===== config.mk =====
export PLATFORM = sky130hd
export DESIGN_NAME = ps2_kbd_ctrl_flat
export DESIGN_NICKNAME = d
export VERILOG_FILES = /design/src/rtl/ps2_kbd_ctrl_if.sv /design/src/rtl/ps2_kbd_ctrl.sv /design/src/flat_wrapper.sv
export SDC_FILE = /design/constraint.sdc
export NUM_CORES = 1
export LEC_CHECK = 0
export CAP_MARGIN = 40
export CORE_MARGIN = 4
export CORE_UTILIZATION = 55
export DETAILED_ROUTE_END_ITERATION = 12
export GPL_TIMING_DRIVEN = 0
export HOLD_SLACK_MARGIN = 0.08
export PLACE_DENSITY = 0.84
export REMOVE_ABC_BUFFERS = 1
export SLEW_MARGIN = 20
export SYNTH_ARGS = -nofsm -noshare
export SYNTH_HDL_FRONTEND = slang
export SYNTH_SLANG_ARGS = --single-unit

===== constraint.sdc =====
create_clock -name clk -period 3.2 [get_ports clk]
set_input_delay 0.48 -clock clk [delete_from_list [all_inputs] [get_ports clk]]
set_output_delay 0.48 -clock clk [all_outputs]
set_load 0.01 [all_outputs]

===== src/rtl/ps2_kbd_ctrl_if.sv =====
// Key-event stream between the PS/2 controller and its CPU-side consumer.
// Latency: n/a (wires only).
// Backpressure: valid/ready; the head event is held until evt_ready is seen with evt_valid.
interface ps2_kbd_ctrl_if;
    logic       evt_valid;
    logic       evt_ready;
    logic [7:0] evt_code;
    logic       evt_release;
    logic       evt_ext;

    // Producer side (the controller)
    modport master (
        output evt_valid,
        output evt_code,
        output evt_release,
        output evt_ext,
        input  evt_ready
    );

    // Consumer side (device/MMIO logic)
    modport slave (
        input  evt_valid,
        input  evt_code,
        input  evt_release,
        input  evt_ext,
        output evt_ready
    );
endinterface


===== src/rtl/ps2_kbd_ctrl.sv =====
// PS/2 keyboard receive path: deframe, check, merge E0/F0 prefixes into key events, queue them.
// Latency: event pushed 1 cycle after the stop-bit fall; evt_valid rises 2 cycles after that fall.
// Backpressure: FWFT queue; a push into a full queue with no pop is dropped and sets sticky overflow.
module ps2_kbd_ctrl #(
    parameter int FIFO_DEPTH  = 8,
    parameter int TIMEOUT_CYC = 50000
) (
    input  logic           clk,
    input  logic           rst,
    input  logic           ps2_clk,
    input  logic           ps2_data,
    input  logic           clr_overflow,
    output logic           overflow,
    output logic           frame_err,
    ps2_kbd_ctrl_if.master evt
);
    localparam int AW = $clog2(FIFO_DEPTH);
    localparam int TW = $clog2(TIMEOUT_CYC + 1);

    typedef enum logic {IDLE, RECV} fstate_t;
    typedef enum logic [1:0] {D_IDLE, D_EXT, D_BRK, D_EXT_BRK} dstate_t;

    typedef struct packed {
        logic [7:0] code;
        logic       rel;
        logic       ext;
    } evt_t;

    // ---------------- synchronisers ----------------
    logic [2:0] clk_s;
    logic [1:0] dat_s;
    logic       fall;
    logic       dbit;

    // Both lines reset to the idle-high level so reset release never looks like an edge
    always_ff @(posedge clk or posedge rst) begin
        if (rst) begin
            clk_s <= 3'b111;
            dat_s <= 2'b11;
        end else begin
            clk_s <= {clk_s[1:0], ps2_clk};
            dat_s <= {dat_s[0], ps2_data};
        end
    end

    assign fall = clk_s[2] & ~clk_s[1];
    assign dbit = dat_s[1];

    // ---------------- frame FSM ----------------
    fstate_t        fs, fs_nxt;
    logic [3:0]     bit_idx;
    logic [9:0]     shreg;       // start, data[7:0], parity; stop is taken live from dbit
    logic [TW-1:0]  tcnt;
    logic           frame_done;
    logic           frame_ok;
    logic           tmo;
    logic           byte_vld;
    logic [7:0]     byte_dat;

    // Frame state register
    always_ff @(posedge clk or posedge rst) begin
        if (rst) fs <= IDLE;
        else     fs <= fs_nxt;
    end

    // Frame next-state: a fall always wins over a timeout in the same cycle
    always_comb begin
        fs_nxt     = fs;
        frame_done = 1'b0;
        tmo        = 1'b0;
        case (fs)
            IDLE: begin
                if (fall) fs_nxt = RECV;
            end
            RECV: begin
                if (fall && bit_idx == 4'd10) begin
                    fs_nxt     = IDLE;
                    frame_done = 1'b1;
                end else if (!fall && tcnt == TW'(TIMEOUT_CYC - 1)) begin
                    fs_nxt = IDLE;
                    tmo    = 1'b1;
                end
            end
            default: fs_nxt = IDLE;
        endcase
    end

    // Odd parity over data+parity, start low, stop high
    assign frame_ok = ~shreg[0] & dbit & (^shreg[9:1]);

    // Bit capture, timeout counter and the one-cycle byte/error strobes
    always_ff @(posedge clk or posedge rst) begin
        if (rst) begin
            bit_idx   <= 4'd0;
            shreg     <= '0;
            tcnt      <= '0;
            byte_vld  <= 1'b0;
            byte_dat  <= 8'h00;
            frame_err <= 1'b0;
        end else begin
            if (fall) begin
                if (bit_idx != 4'd10) shreg[bit_idx] <= dbit;
                bit_idx <= frame_done ? 4'd0 : bit_idx + 4'd1;
            end else if (tmo) begin
                bit_idx <= 4'd0;
            end

            if (fall || fs != RECV || tmo) tcnt <= '0;
            else                           tcnt <= tcnt + 1'b1;

            byte_vld  <= frame_done & frame_ok;
            frame_err <= (frame_done & ~frame_ok) | tmo;
            if (frame_done) byte_dat <= shreg[8:1];
        end
    end

    // ---------------- scancode decoder ----------------
    dstate_t ds, ds_nxt;
    logic    push;
    evt_t    push_ent;

    // Decoder state register
    always_ff @(posedge clk or posedge rst) begin
        if (rst) ds <= D_IDLE;
        else     ds <= ds_nxt;
    end

    // Prefix tracking; any rejected frame throws away pending prefixes
    always_comb begin
        ds_nxt   = ds;
        push     = 1'b0;
        push_ent = '{code: byte_dat, rel: 1'b0, ext: 1'b0};
        if (frame_err) begin
            ds_nxt = D_IDLE;
        end else if (byte_vld) begin
            if (byte_dat == 8'hE0) begin
                ds_nxt = D_EXT;
            end else if (byte_dat == 8'hF0) begin
                ds_nxt = (ds == D_EXT || ds == D_EXT_BRK) ? D_EXT_BRK : D_BRK;
            end else begin
                push         = 1'b1;
                push_ent.rel = (ds == D_BRK) || (ds == D_EXT_BRK);
                push_ent.ext = (ds == D_EXT) || (ds == D_EXT_BRK);
                ds_nxt       = D_IDLE;
            end
        end
    end

    // ---------------- event FIFO ----------------
    evt_t        mem [FIFO_DEPTH];
    logic [AW:0] wr_ptr, rd_ptr;
    logic        empty, full, pop, wr_en, drop;
    evt_t        head;

    assign empty = (wr_ptr == rd_ptr);
    assign full  = (wr_ptr[AW] != rd_ptr[AW]) && (wr_ptr[AW-1:0] == rd_ptr[AW-1:0]);
    assign pop   = ~empty & evt.evt_ready;
    assign wr_en = push & (~full | pop);
    assign drop  = push & full & ~pop;

    // Storage needs no reset: outputs are gated by empty
    always_ff @(posedge clk) begin
        if (wr_en) mem[wr_ptr[AW-1:0]] <= push_ent;
    end

    // Pointers and sticky overflow; a drop in the same cycle as a clear keeps it set
    always_ff @(posedge clk or posedge rst) begin
        if (rst) begin
            wr_ptr   <= '0;
            rd_ptr   <= '0;
            overflow <= 1'b0;
        end else begin
            if (wr_en) wr_ptr <= wr_ptr + 1'b1;
            if (pop)   rd_ptr <= rd_ptr + 1'b1;
            if (drop)              overflow <= 1'b1;
            else if (clr_overflow) overflow <= 1'b0;
        end
    end

    assign head            = mem[rd_ptr[AW-1:0]];
    assign evt.evt_valid   = ~empty;
    assign evt.evt_code    = empty ? 8'h00 : head.code;
    assign evt.evt_release = ~empty & head.rel;
    assign evt.evt_ext     = ~empty & head.ext;
endmodule


===== src/flat_wrapper.sv =====
// flat-port wrapper written by rule: the top's interface ports become plain ports
module ps2_kbd_ctrl_flat 
#(
    parameter int FIFO_DEPTH  = 8,
    parameter int TIMEOUT_CYC = 50000
)
  (clk, rst, ps2_clk, ps2_data, clr_overflow, overflow, frame_err, evt_evt_valid, evt_evt_code, evt_evt_release, evt_evt_ext, evt_evt_ready);
  ps2_kbd_ctrl_if evt_i ();
  input  logic clk;
  input  logic rst;
  input  logic ps2_clk;
  input  logic ps2_data;
  input  logic clr_overflow;
  output logic overflow;
  output logic frame_err;
  output wire logic [$bits(evt_i.evt_valid)-1:0] evt_evt_valid;
  output wire logic [$bits(evt_i.evt_code)-1:0] evt_evt_code;
  output wire logic [$bits(evt_i.evt_release)-1:0] evt_evt_release;
  output wire logic [$bits(evt_i.evt_ext)-1:0] evt_evt_ext;
  input wire logic [$bits(evt_i.evt_ready)-1:0] evt_evt_ready;
  assign evt_evt_valid = evt_i.evt_valid;
  assign evt_evt_code = evt_i.evt_code;
  assign evt_evt_release = evt_i.evt_release;
  assign evt_evt_ext = evt_i.evt_ext;
  assign evt_i.evt_ready = evt_evt_ready;
  ps2_kbd_ctrl #(.FIFO_DEPTH(FIFO_DEPTH), .TIMEOUT_CYC(TIMEOUT_CYC)) u_core (.clk(clk), .rst(rst), .ps2_clk(ps2_clk), .ps2_data(ps2_data), .clr_overflow(clr_overflow), .overflow(overflow), .frame_err(frame_err), .evt(evt_i));
endmodule

==> impl_results.md <==
- Clk root buf: clkbuf_8
- Core Area: ~10000 um2
- P_leak: ~2.6 nW
- Die height: between 100 and 150 um
- Drt wl/cell: between 15 and 20 um
- Crit path max-delay family: buffers and inverters
- Drt total wl: 10400 um
- Crit path kind: reg2out
- Num rows: 37
- Critical path cell sequence: xnor2_1 > nand3_2 > nor2b_4 > buf_4 > nor2_1 > clkdlybuf4s50_1
- DR pass1 iterations: 4
- Outcome: completed
- Fin cells: between 500 and 600
- WHS: 0.355 ns
- DP Area: around 6200 um2
- Nets@finish: 426
- Yosys top cell by area: edfxtp_1
- Max_cap viols: 0
- Slowest-stage cell, CP: dfrtp_2
- Syn avg cell area: 15.1 um2
- WP data required: about 2.7 ns
- Clk_lat worst skew: 0.51 ns
- Hold Crit Class: reg2reg
- Multi-input logic area: about 1900 um2
- Unrepaired setup endpoints after global routing: no
- Synth top area share: 41.6%
- FMAX: between 300 and 400 MHz
- FF+latch count, synth: between 100 and 150
- Die area: between 10000 and 15000 um2
- Post-DRT Antenna Nets: 0
- H-tree levels: 4
- IO Port Bufs: 18
- Crit path DAT: 2.57 ns
- Register area: between 3000 and 4000 um2
- Die X: approximately 110 um
- Sinks on Clock Net: roughly 140
- Sequential share of the synthesized area: about two thirds
- Hold depth: 0
- Number of synthesized flops with an enable pin: 80
- Vias in the first global route: 3363
- Clock Path Buffers: 2
- Most common cell in the netlist: edfxtp_1
- First-pass GRT wire length: between 15000 and 20000 um
- Via count: 3204
- IO Count: 19
- Crit Path Max Fanout: 13
- Cell count after synthesis: 381
- Fraction of layout cells with a size suffix above 1: a little under a quarter
- Worst Tran Pin Value: between 0.8 and 0.9 ns
- Total CTS buffers: 17
- N_diodes: 0
- Most frequent cells after synthesis: 80 x edfxtp_1, 52 x dfrtp_1, 30 x nor2_1
- CTS tree: built
- Crit path depth: 6
- Setup crit end kind: primary output
- Total Neg Setup Slack: 0 ns
- Largest net degree at the start of global routing: between 50 and 60
- Starting Density: 56.2%
- Initial DRC Count: between 150 and 200
- Gpl congestion: roughly 0.77
- Post-synthesis cell type count: 45
- Max-slew violations: 0
- Initial antenna violation count: 0
- Ys async rst share: a little over two fifths
- CP startpoint kind: register
- Setup violators final: 0
- Tmin final: around 3 ns
- Final hold vios: 0
- Peak supply drop: 0.000407 V
- Worst reg-to-reg path cell count: 5
- YS warnings: 0
- Clock transition at path regs: 0.06 ns
- Cell total after placement: approximately 530
- Clk_skew: roughly 0.010 ns
- Avg Vias per Cell: around 5.7
- Crit share post-route: 95.4%
- Dpl hpwl: about 6500 um
- Area grow syn2layout: 18.0%
- WP buf/inv: 2
- Top_reg_cell synth: edfxtp_1
- Slew headroom: approximately 44%
- Worst path max stage delay: between 0.5 and 0.6 ns
- Mapped Area: 5770 um2
- Post-route DRC: 0
- Number of fill cells in the layout: 710
- GRT Resource Usage Total: around 18%
- Top post-synthesis cells by area: edfxtp_1 42%, dfrtp_1 23%, mux4_2 7.8%
- Pwr/cell area: slightly below 800 nW/um2
- Total gr overflow: 0
- Power Total: roughly 5.4 mW
- Design area: a little under 7000 um2
## layout by cell type, fill, tap and decap left out, types with 3 or more instances in the layout
cell,instances
nor4b_2,3
dfrtp_1,49
edfxtp_1,80
nor4_1,4
mux2i_1,10
nor3_1,8
mux4_2,20
clkinvlp_4,5
a21oi_1,5
nand4_1,3
buf_4,6
and4b_1,3
ha_1,7
clkbuf_16,16
clkdlybuf4s50_1,18
mux2_2,19
dfstp_2,5
xor2_1,5
bufinv_16,4
nand2_1,25
nand3_1,11
xnor2_1,23
nand2b_1,3
o21ai_0,6
nor2_1,30
inv_1,12
## metal layers
metal  GRT usage (%)  vias to the layer above  share of wire (%)  wire length [um]
li1                -                     1485                  -                 -
met1            23.1                     1639                 41              4310
met2            30.9                       75                 54              5600
met3            4.93                        5                4.4               459
met4            5.34                        0               0.37                38
met5               0                        -                  0                 0
## layout make-up
class	instances	share of cell area, %
inverters	13	0.753
flip-flops and latches	137	56.4
clock buffers	18	6.13
well taps	136	2.50
clock inverters	14	2.88
multi-input cells	217	27.5
repair buffers	27	3.82
## sequential cells by signal (all words and copies together), names as in the netlist, 2 cells and up
| signal | flops |
|---|---|
| u_core.dat_s | 2 |
| u_core.mem | 80 |
| u_core.tcnt | 16 |
| u_core.wr_ptr | 4 |
| u_core.bit_idx | 4 |
| u_core.rd_ptr | 4 |
| u_core.ds | 2 |
| u_core.clk_s | 3 |
| u_core.byte_dat | 8 |
| u_core.shreg | 10 |
## timing repair
item                       4_1_cts  5_1_grt
hold endpoints to repair         0        0
pin swaps                        0        0
gates resized for setup          3        3
setup buffers                    1        0
hold buffers                     0        0
setup endpoints to repair       11        9
## logic make-up (layout without fill, tap and decap cells)
group,after synthesis,after routing,share of synthesized area (%)
DFF,137,137,66.4
and+or+nand+nor,111,111,10.0
adders and majority gates,7,7,1.52
buffers and inverters,27,72,1.80
AOI/OAI and AO/OA,21,21,2.32
xor gates and xnor gates,29,29,4.64
muxes,49,49,13.2
## stage by stage
stage	setup WS [ns]	util (%)
2_1_floorplan	-0.0126	-
3_3_place_gp	-1.22	59.0
3_5_place_dp	0.212	59.9
4_1_cts	0.00160	66.1
5_1_grt	0.0181	66.3
6_report	0.146	66.3
## power breakdown
part,internal [mW],switching (mW),total (mW),leakage (nW)
clock network,1.27,0.726,1.99,0.282
registers,2.02,0.254,2.27,1.56
logic,0.629,0.464,1.09,0.791
## path summary, 6_finish.rpt
kind                                     from               end  slack, ns
min in group asynchronous                 rst  u_core.wr_ptr[0]       0.42
setup / recovery             u_core.rd_ptr[2]   evt_evt_code[4]       0.15
setup reg to reg           u_core.byte_dat[6]  u_core.mem[1][7]       0.24
hold / removal                u_core.clk_s[0]   u_core.clk_s[1]       0.36
max in group asynchronous                 rst  u_core.rd_ptr[0]       2.28
hold reg to reg               u_core.clk_s[0]   u_core.clk_s[1]       0.36
Note: power is estimated with default switching activity, not from simulation.
